<file path="src/rtl/cpu_int_seq.sv">
// cpu_int_seq -- interrupt and reset sequencer for the 6502 core.
//
// At instruction boundaries it chooses between reset, NMI, BRK and IRQ. It then
// takes over the bus for one six-cycle sequence: push PCH, PCL and P, fetch the
// 16-bit vector, and load PC. During a reset sequence the pushes are dummy reads
// (no write strobe), but SP still moves down by three.
//
// Configuration macro:
//   CPU_INT_NMI_HIJACK_EN  defined:   a pending NMI seen at VEC_LO redirects an
//                                     IRQ/BRK sequence to NMI_VEC and consumes it.
//                          undefined: the source chosen at take fixes the vector.
//                                     A pending NMI waits for the next boundary.
//
// Ports:
//   clk, reset         CPU clock; asynchronous active-high reset
//   nmi_n              NMI request, active on a falling edge
//   irq_n              IRQ request, active-low level, sampled at take only
//   brk_req            BRK retired, qualified by instruction_done
//   instruction_done   current instruction retires this cycle
//   i_flag             status I bit (IRQ mask)
//   pc_in/sp_in/status_in  CPU state latched at take
//   mem_din            read data, one cycle after its address
//   busy               sequencer owns the bus (includes the take cycle)
//   addr_out/addr_valid, mem_we, dout   bus master outputs
//   sp_dec             decrement SP this cycle
//   pc_load/pc_value   load PC with the fetched vector
//   set_i              set the I flag this cycle
module cpu_int_seq #(
  parameter logic [15:0] STACK_BASE = 16'h0100,
  parameter logic [15:0] NMI_VEC    = 16'hFFFA,
  parameter logic [15:0] RST_VEC    = 16'hFFFC,
  parameter logic [15:0] IRQ_VEC    = 16'hFFFE
) (
  input  logic        clk,
  input  logic        reset,
  input  logic        nmi_n,
  input  logic        irq_n,
  input  logic        brk_req,
  input  logic        instruction_done,
  input  logic        i_flag,
  input  logic [15:0] pc_in,
  input  logic [7:0]  sp_in,
  input  logic [7:0]  status_in,
  input  logic [7:0]  mem_din,
  output logic        busy,
  output logic [15:0] addr_out,
  output logic        addr_valid,
  output logic        mem_we,
  output logic [7:0]  dout,
  output logic        sp_dec,
  output logic        pc_load,
  output logic [15:0] pc_value,
  output logic        set_i
);

  typedef enum logic [2:0] {
    IDLE, RST_PEND, PUSH_PCH, PUSH_PCL, PUSH_P, VEC_LO, VEC_HI, LOAD_PC
  } state_e;

  typedef enum logic [1:0] {SRC_RST, SRC_NMI, SRC_BRK, SRC_IRQ} src_e;

  state_e      state_q, state_d;
  src_e        src_q, src_d;
  logic [15:0] pc_q, pc_d;
  logic [7:0]  sp_q, sp_d;
  logic [7:0]  st_q, st_d;
  logic [15:0] vec_q, vec_d;
  logic [7:0]  lo_q, lo_d;
  logic        nmi_s_q;
  logic        nmi_pend_q, nmi_pend_d;

  logic        take;
  logic        nmi_fall;
  logic        use_nmi_vec;
  logic        consume;
  logic [15:0] vec_sel;

  // State register
  always_ff @(posedge clk or posedge reset) begin
    if (reset) begin
      state_q    <= RST_PEND;
      src_q      <= SRC_RST;
      pc_q       <= '0;
      sp_q       <= '0;
      st_q       <= '0;
      vec_q      <= '0;
      lo_q       <= '0;
      nmi_s_q    <= 1'b1;
      nmi_pend_q <= 1'b0;
    end else begin
      state_q    <= state_d;
      src_q      <= src_d;
      pc_q       <= pc_d;
      sp_q       <= sp_d;
      st_q       <= st_d;
      vec_q      <= vec_d;
      lo_q       <= lo_d;
      nmi_s_q    <= nmi_n;
      nmi_pend_q <= nmi_pend_d;
    end
  end

  // The fall is detected against the registered sample. The pending bit is
  // therefore visible one cycle after the edge and never on the edge cycle.
  assign nmi_fall = nmi_s_q & ~nmi_n;

  assign take = (state_q == IDLE) && instruction_done &&
                (nmi_pend_q || brk_req || (!irq_n && !i_flag));

`ifdef CPU_INT_NMI_HIJACK_EN
  // Any pending NMI wins the vector at VEC_LO, except during a reset sequence.
  assign use_nmi_vec = nmi_pend_q && (src_q != SRC_RST);
`else
  assign use_nmi_vec = (src_q == SRC_NMI);
`endif

  assign vec_sel = use_nmi_vec         ? NMI_VEC :
                   (src_q == SRC_RST)  ? RST_VEC : IRQ_VEC;
  assign consume = (state_q == VEC_LO) && use_nmi_vec;

  // Next-state logic
  always_comb begin
    state_d    = state_q;
    src_d      = src_q;
    pc_d       = pc_q;
    sp_d       = sp_q;
    st_d       = st_q;
    vec_d      = vec_q;
    lo_d       = lo_q;
    // A new edge in the consuming cycle re-arms the request, so it is not lost.
    nmi_pend_d = (nmi_pend_q & ~consume) | nmi_fall;

    unique case (state_q)
      IDLE: begin
        if (take) begin
          state_d = PUSH_PCH;
          src_d   = brk_req ? SRC_BRK : (nmi_pend_q ? SRC_NMI : SRC_IRQ);
          pc_d    = pc_in;
          sp_d    = sp_in;
          st_d    = status_in;
        end
      end
      RST_PEND: begin
        state_d = PUSH_PCH;
        src_d   = SRC_RST;
        pc_d    = pc_in;
        sp_d    = sp_in;
        st_d    = status_in;
      end
      PUSH_PCH: begin
        state_d = PUSH_PCL;
        sp_d    = sp_q - 8'd1;
      end
      PUSH_PCL: begin
        state_d = PUSH_P;
        sp_d    = sp_q - 8'd1;
      end
      PUSH_P: begin
        state_d = VEC_LO;
        sp_d    = sp_q - 8'd1;
      end
      VEC_LO: begin
        state_d = VEC_HI;
        vec_d   = vec_sel;
      end
      VEC_HI: begin
        state_d = LOAD_PC;
        lo_d    = mem_din;
      end
      LOAD_PC: begin
        state_d = IDLE;
      end
      default: begin
        state_d = IDLE;
      end
    endcase
  end

  // Output logic
  always_comb begin
    busy       = (state_q != IDLE) | take;
    addr_out   = '0;
    addr_valid = 1'b0;
    mem_we     = 1'b0;
    dout       = '0;
    sp_dec     = 1'b0;
    pc_load    = 1'b0;
    pc_value   = '0;
    set_i      = 1'b0;

    unique case (state_q)
      PUSH_PCH, PUSH_PCL, PUSH_P: begin
        addr_out   = STACK_BASE + {8'h00, sp_q};
        addr_valid = 1'b1;
        mem_we     = (src_q != SRC_RST);
        sp_dec     = 1'b1;
        if (state_q == PUSH_PCH)      dout = pc_q[15:8];
        else if (state_q == PUSH_PCL) dout = pc_q[7:0];
        else dout = {st_q[7:6], 1'b1, (src_q == SRC_BRK), st_q[3:0]};
      end
      VEC_LO: begin
        addr_out   = vec_sel;
        addr_valid = 1'b1;
        set_i      = 1'b1;
      end
      VEC_HI: begin
        addr_out   = vec_q + 16'd1;
        addr_valid = 1'b1;
      end
      LOAD_PC: begin
        pc_load  = 1'b1;
        pc_value = {mem_din, lo_q};
      end
      default: begin
      end
    endcase
  end

endmodule

</file>
<file path="config.mk">
export PLATFORM = sky130hd
export DESIGN_NAME = cpu_int_seq
export DESIGN_NICKNAME = d
export VERILOG_FILES = /design/src/rtl/cpu_int_seq.sv
export SDC_FILE = /design/constraint.sdc
export NUM_CORES = 1
export LEC_CHECK = 0
export ABC_CLOCK_PERIOD_IN_PS = 3200
export CORE_ASPECT_RATIO = 0.7
export CORE_MARGIN = 10
export CORE_UTILIZATION = 25
export DETAILED_ROUTE_END_ITERATION = 10
export MAX_ROUTING_LAYER = met4
export PLACE_DENSITY = 0.47
export SYNTH_ARGS = -nofsm -noshare
export SYNTH_HDL_FRONTEND = slang
export SYNTH_SLANG_ARGS = --single-unit
export TNS_END_PERCENT = 10
</file>
<file path="constraint.sdc">
create_clock -name clk -period 3.2 [get_ports clk]
set_clock_uncertainty 0.1 [all_clocks]
set_input_delay 0.48 -clock clk [delete_from_list [all_inputs] [get_ports clk]]
set_output_delay 0.48 -clock clk [all_outputs]
set_load 0.01 [all_outputs]
</file>
---- Word level (Yosys, flattened, before mapping) ----
Cells that the tools add are included.
storage, ports and cells
  register bits ........................... 63
  word-level logic and storage cells ...... 70
cells by class
  add/sub/neg operators ................... 3
  equality and inequality tests ........... 10
  mux-type cells .......................... 24
  bitwise logic cells ..................... 6
  reduce and logical (&&, ||, !) cells .... 18
operators with widths
  kind                                                                 count
  16-bit case mux with 3 select lines                                  1
  8-bit 2-to-1 mux                                                     5
  16-bit 2-to-1 mux                                                    2
  16-bit case mux with 2 select lines                                  1
  3-bit case mux with 8 select lines                                   1
  8-bit case mux with 3 select lines                                   1
  16-bit by 1-bit adder with 16-bit output (second input constant)     1
  8-bit case mux with 2 select lines                                   1
  3-bit == test (second input constant)                                4
  9-bit by 8-bit adder with 10-bit output (first input constant)       1
  2-bit 2-to-1 mux                                                     4
  8-bit by 1-bit subtractor with 8-bit output (second input constant)  1
  3-bit by 2-bit == test with 1-bit output (second input constant)     2
  3-bit 2-to-1 mux                                                     2
  3-bit nonzero test                                                   2
  1-bit 2-to-1 mux                                                     5
  5-bit OR reduction                                                   1
  1-bit logical AND                                                    4
  2-bit case mux with 2 select lines                                   1
  2-bit AND reduction                                                  2
  2-bit nonzero test                                                   2
  3-bit by 1-bit == test with 1-bit output (second input constant)     1
  3-bit zero test                                                      1
  3-bit OR reduction                                                   1
  other kinds (9)                                                      14

---- Longest topological paths before layout ----
Gate-level depths: netlist of run 1.
  depth after elaboration ................. 6
  depth in mapped cells ................... 6
  depth with buffers taken out ............ 6

---- Least setup slack after synthesis of run 1 ----
Ideal clock, no wire load.
  path type ............................... reg-to-output
  start ................................... register state_q[0]
  end ..................................... output port pc_value[10]
  data arrival time ....................... 1,592 ps
  required time ........................... 2,620 ps
  slack ................................... 1,028 ps
  stages on the path, launching flop included .. 6
  buffers on the path ..................... 2
  path through ............................ dfstp_2 > buf_2 > nand2_1 > nor2_1 > clkbuf_1 > and2_1
on the way
  longest elaborated chain between the ends .. 2
RTL lines
  item                    line  source
  from (decl)             62    state_e state_q, state_d;
  from (signal assigned)  91    state_q <= state_d;
  3-bit == test           191   unique case (state_q)
  16-bit 2-to-1 mux       191
  to (decl)               52    output logic [15:0] pc_value,
Every way passes these cells.

---- Final worst setup path of run 1 ----
  start ................................... register state_q[0]
  end ..................................... output port addr_out[5]
on the way
  longest elaborated chain between the ends .. 3
RTL lines
  item                                                                              line  source
  3-bit by 2-bit == test with 1-bit output / 3-bit == test (equally long branches)  191
  3-bit OR reduction (no line)                                                      -
  16-bit case mux with 3 select lines (*)                                           191
  to (decl)                                                                         46    output logic [15:0] addr_out,
Every way passes the cells marked *; elsewhere a longest branch is shown, timed or not.

==> out/qor.csv, run 1 <==
metric,value,unit
antenna_cells,0,
fmax,0.341,GHz
yosysTopAreaCell,dfrtp_1,
drive_gt1_share,13.5,%
total_power,4.07,mW
synth_cell_types,44,
grt_max_degree,28,
grt_pass1_wl,12500,um
async_reset_ff_share,100,%
place_congestion,0.788,
cts.sinks,48,
io_pins,93,
fin_cells,474,
cts_hold_buf,0,
h-tree-depth,2,
drv_slew,0,
grt_usage,10.6,%
synth_ff_type,dfrtp_1,
endpoint_kind,output port,
grt_setup_unrepaired,no,
first_global_vias,2290,
die_w,142,um
hp-class,flip-flop to flip-flop,
syn_nets,298,
dr.pass1.iters,4,
synth_top_area_share,44.3,%
seq_area_frac_synth,46.3,%
placed_area,3650,sq um
synth_area_per_cell,10.4,sq um
finish.instance_area,3820,sq um
crit_type,flip-flop to output port,
run_status,completed,
ys_top_cells_by_count,"dfrtp_1 (46), nand2_1 (25), o21ai_0 (24)",
start_kind,flip-flop,
routed_wl,7730,um
maxSlewHeadroom,60.9,%
clock_latency,0.29,ns
antenna_found_initial,0,
place_inst,466,
ant_nets,0,
crit_arrival,2.35,ns
cp_max_fo,22,
dp.final_hpwl,5970,um
setup-violations-final,0,
cts_max_path_buffers,2,
yosysWarnings,0,
p_leak,1.56,nW
drt_iter0_drc,130,
powerDensity,1060,nW/um^2
synth-seq-cells,48,
drc,0,
synth_edf_count,0,
yosysMostFrequentCell,dfrtp_1,
die_h,105,um
num_vias,2124,
cap_violations,0,
numPortBuffers,90,
place_ws,0.338,ns
core,10200,sq um
hold_viol,0,
cp_data_required_time,2.62,ns
synthCells,250,
syn_area,2600,sq um
cts_buffers,5,
timing.final.crit_share,91.6,%
overflow,0,
cts_root_buffer,clkbuf_16,
tightest_slew,0.586,ns
avgViaCountPerCell,4.48,
fin_ws,0.268,ns
wl_per_cell,16.3,um
setup_tns,0,ns
synth.top_cells.by_area,"dfrtp_1 (44%), mux2_1 (8.7%), mux2_2 (5.2%)",
dieArea,14900,sq um
fin_crit,2.93,ns
ir_drop,0.337,mV
areaGrowthSynthToFinish,47.2,%
row_count,31,
clk_pin_slew_worst_paths,0.07,ns
layout.nets,389,
start_util,25.4,%
tritoncts,done,
## logic make-up (layout without fill, tap and decap cells)
family	Yosys count	count (layout)	share of synthesized area, %
adder cells (fa/ha/maj)	1	1	0.482
buffers and inverters	30	122	5.68
AO/OA/AOI/OAI	54	54	14.4
flip-flops	48	48	46.3
AND/OR/NAND/NOR	73	73	14.5
multiplexers	42	42	17.7
XOR/XNOR	2	2	0.964
## cell usage in the layout (no fill, tap or decap), drive strengths merged, types with 2 or more instances in the layout
cell | netlist | final
nand2 | 25 | 25
dfstp | 2 | 2
a21boi | 2 | 2
o211ai | 2 | 2
clkdlybuf4s50 | 0 | 90
xnor2 | 2 | 2
nor2 | 14 | 14
mux2i | 10 | 10
nand2b | 3 | 3
o21ai | 27 | 27
inv | 13 | 13
mux2 | 32 | 32
buf | 12 | 11
o22ai | 5 | 5
a22oi | 4 | 4
a21oi | 3 | 3
nor3b | 2 | 2
nand3 | 3 | 3
clkbuf | 5 | 5
a2bb2oi | 5 | 5
or2 | 2 | 2
nand3b | 2 | 2
and2 | 16 | 16
dfrtp | 46 | 46
## final cells by class
| cell class | instances | area [sq um] |
|---|---|---|
| multi-input combinational | 172 | 1250 |
| clock inverter | 3 | 42.5 |
| sequential | 48 | 1210 |
| clock buffer | 5 | 125 |
| fill | 1066 | 6420 |
| tap | 132 | 165 |
| inverter | 13 | 48.8 |
| timing repair buffer | 101 | 983 |
## sequential cells by signal, indices dropped and copies added, names as in the netlist
register	count
nmi_pend_q	1
nmi_s_q	1
state_q	3
vec_q	3
pc_q	16
sp_q	8
st_q	6
src_q	2
lo_q	8
## through the flow
| step | util (%) | hold WS, ns |
|---|---|---|
| after global placement | 35.6 | 0.347 |
| after floorplan | - | 0.327 |
| after CTS | 37.3 | 0.381 |
| final | 37.3 | 0.377 |
| after detailed placement | 35.6 | 0.361 |
| after global routing | 37.3 | 0.391 |
## critical path, stage by stage (launching register included)
cell             delay [ns]
dfstp_4                0.57
nor3b_2                0.38
nor2_1                 0.09
buf_4                  0.18
inv_2                  0.16
nand2_1                0.07
nand2_1                0.07
clkdlybuf4s50_1        0.53
## power breakdown
group / leakage, nW / internal [mW] / total [mW] / switching (mW)
clock network: 0.0798 / 0.368 / 0.608 / 0.240
registers: 0.549 / 0.923 / 1.16 / 0.236
logic: 0.926 / 1.23 / 2.30 / 1.07
total: 1.56 / 2.52 / 4.07 / 1.55
## metal layers
| metal | routed length [um] | vias up | global-route usage, % |
|---|---|---|---|
| li1 | - | 1047 | - |
| met1 | 3890 | 1013 | 14.3 |
| met2 | 3310 | 57 | 15.3 |
| met3 | 462 | 7 | 3.18 |
| met4 | 72 | 0 | 2.62 |
| met5 | 0 | - | - |
## final timing paths
| path | start | to | cells past startpoint | slack, ns |
|---|---|---|---|---|
| worst min register to register | vec_q[14] | vec_q[14] | 1 | 0.38 |
| worst max register to register | state_q[0] | sp_q[1] | 4 | 0.93 |
| min in group asynchronous | reset | sp_q[5] | 2 | 0.48 |
| max in group asynchronous | reset | pc_q[9] | 3 | 1.92 |
| worst min-delay path | vec_q[14] | vec_q[14] | 1 | 0.38 |
| worst max-delay path | state_q[0] | addr_out[5] | 7 | 0.27 |
## what timing repair did
item / 4_1_cts / 5_1_grt
endpoints found under the setup margin: 1 / 16
gates resized for setup: 1 / 1
buffers inserted: 0 / 0
Note: power is estimated with default switching activity, not from simulation.
==> run 2, diff against run 1 <==
--- a/config.mk
+++ b/config.mk
@@ -5,13 +5,14 @@
 export SDC_FILE = /design/constraint.sdc
 export NUM_CORES = 1
 export LEC_CHECK = 0
-export ABC_CLOCK_PERIOD_IN_PS = 3200
+export ABC_CLOCK_PERIOD_IN_PS = 2900
 export CORE_ASPECT_RATIO = 0.7
 export CORE_MARGIN = 10
 export CORE_UTILIZATION = 25
 export DETAILED_ROUTE_END_ITERATION = 10
 export MAX_ROUTING_LAYER = met4
-export PLACE_DENSITY = 0.47
+export PLACE_DENSITY = 0.53
+export SKIP_LAST_GASP = 1
 export SYNTH_ARGS = -nofsm -noshare
 export SYNTH_HDL_FRONTEND = slang
 export SYNTH_SLANG_ARGS = --single-unit
==> constraint.sdc (replaced) <==
create_clock -name clk -period 2.9 [get_ports clk]
set_clock_uncertainty 0.1 [all_clocks]
set_input_delay 0.435 -clock clk [delete_from_list [all_inputs] [get_ports clk]]
set_output_delay 0.435 -clock clk [all_outputs]
set_load 0.01 [all_outputs]
==> out/qor.csv, run 2 (synthesis gave the netlist of run 1 again) <==
metric,value,unit
dr.pass1.iters,4,
cts_buffers,5,
cts_resized,0,
r2r_setup_slack,0.88,ns
hold_start,vec_q[14],
grt_setup_unrepaired,no,
finalHoldWorstSlack,0.372,ns
hold_viol,0,
setup_tns,0,ns
routed_wl,7700,um
drt_iter0_drc,121,
grt_usage,10.6,%
gr-usage-met1,14.2,%
tightest_slew,0.637,ns
first_global_vias,2278,
drive_gt1_share,13.6,%
p_leak,1.57,nW
die_w,142,um
grt_max_degree,49,
layout.nets,392,
largest_register,pc_q,
numPortBuffers,90,
powerDensity,1170,nW/um^2
place_congestion,0.776,
setup-violations-final,0,
timing.final.crit_share,91.2,%
fmax,0.378,GHz
r2r-end,pc_q[15],
fin_crit,2.64,ns
whs_path_depth,1,
grt.met2_usage,15.4,%
clock_latency,0.29,ns
dp.final_hpwl,5900,um
cts_root_buffer,clkbuf_16,
drv_slew,0,
maxSlewHeadroom,57.5,%
start_kind,flip-flop,
antenna_found_initial,0,
antenna_cells,0,
cp_max_fo,12,
multi_input_area,1250,sq um
fillers,1070,
wl_per_cell,16.1,um
core,10200,sq um
mostFrequentLayoutCell,clkdlybuf4s50_1,
cp_data_required_time,2.37,ns
drc,0,
cts.sinks,48,
clk_pin_slew_worst_paths,0.07,ns
overflow,0,
rr_startpoint,state_q[2],
top_regs,"pc_q: 16 flops, lo_q: 8 flops, sp_q: 8 flops",
row_count,31,
areaGrowthSynthToFinish,48.1,%
cap_violations,0,
top_usage_layer,met2,
ant_nets,0,
h-tree-depth,2,
num_vias,2165,
die_h,105,um
final_cell_mix,"clkdlybuf4s50_1 (90), dfrtp_1 (46), nand2_1 (25), o21ai_0 (24), mux2_1 (20)",
use_met3,2.91,%
postCtsSetupBuffers,0,
largest_reg_flops,16,
cp-startpoint,state_q[0],
hp-class,flip-flop to flip-flop,
dieArea,14900,sq um
run_status,completed,
io_pins,93,
tritoncts,done,
start_util,25.4,%
cts_max_path_buffers,2,
crit_type,flip-flop to output port,
ff2ff_path_depth,5,
grt_pass1_wl,12300,um
avgViaCountPerCell,4.54,
endpoint_kind,output port,
worstHoldEndpoint,vec_q[14],
regArea,1200,sq um
ir_drop,0.349,mV
cts_hold_buf,0,
crit_arrival,2.11,ns
run 2: report_power, final:
| group | switching, mW | total, mW | internal (mW) | leakage [nW] |
|---|---|---|---|---|
| clock | 0.258 | 0.664 | 0.406 | 0.0808 |
| combinational | 1.22 | 2.62 | 1.40 | 0.942 |
| sequential | 0.225 | 1.24 | 1.01 | 0.549 |
run 2: through the flow:
stage | instance area [sq um] | setup WS (ns) | std cells | power, mW | util, %
2_1_floorplan | 2600 | 0.773 | 250 | 2.72 | -
3_3_place_gp | 3680 | 0.326 | 469 | 3.87 | 36.0
3_5_place_dp | 3680 | 0.319 | 469 | 3.92 | 36.0
4_1_cts | 3850 | 0.177 | 477 | 4.61 | 37.6
5_1_grt | 3850 | 0.0831 | 477 | 4.88 | 37.6
6_report | 3850 | 0.256 | 477 | 4.52 | 37.6
run 2: worst max path at each step:
stage | end | slack (ns) | cells after the start
3_3_place_gp | busy | 0.33 | 4
5_1_grt | dout[5] | 0.08 | 4
2_1_floorplan | pc_value[10] | 0.77 | 5
4_1_cts | dout[5] | 0.18 | 4
3_5_place_dp | busy | 0.32 | 4
6_report | dout[5] | 0.26 | 4
run 2: worst max-delay path, cell delays in order, from the launching register on:
cell and delay [ns]:
dfstp_2 0.65, buf_4 0.28, mux2i_1 0.09, o21ai_0 0.21, clkdlybuf4s50_1 0.58
run 2: cell type report:
cell class	count	share of cell area, %
flip-flops and latches	48	31.3
repair buffers	104	26.5
clock inverters	2	0.911
multi-input cells	172	32.4
clock buffers	6	3.35
well taps	132	4.29
inverters	13	1.27
run 2: metal layers:
layer  part of all wire, %  up-vias
li1                      -     1058
met1                    49     1038
met2                    44       63
met3                   6.2        6
met4                  0.78        0
met5                     0        -
==> run 3, diff against run 2 <==
--- a/config.mk
+++ b/config.mk
@@ -10,10 +10,12 @@
 export CORE_MARGIN = 10
 export CORE_UTILIZATION = 25
 export DETAILED_ROUTE_END_ITERATION = 10
+export HOLD_SLACK_MARGIN = 0.06
 export MAX_ROUTING_LAYER = met4
 export PLACE_DENSITY = 0.53
 export SKIP_LAST_GASP = 1
+export SLEW_MARGIN = 40
 export SYNTH_ARGS = -nofsm -noshare
 export SYNTH_HDL_FRONTEND = slang
 export SYNTH_SLANG_ARGS = --single-unit
-export TNS_END_PERCENT = 10
+export TNS_END_PERCENT = 1
==> results of run 3 <==
Final layout, timing and power as in run 2 (identical DEF).
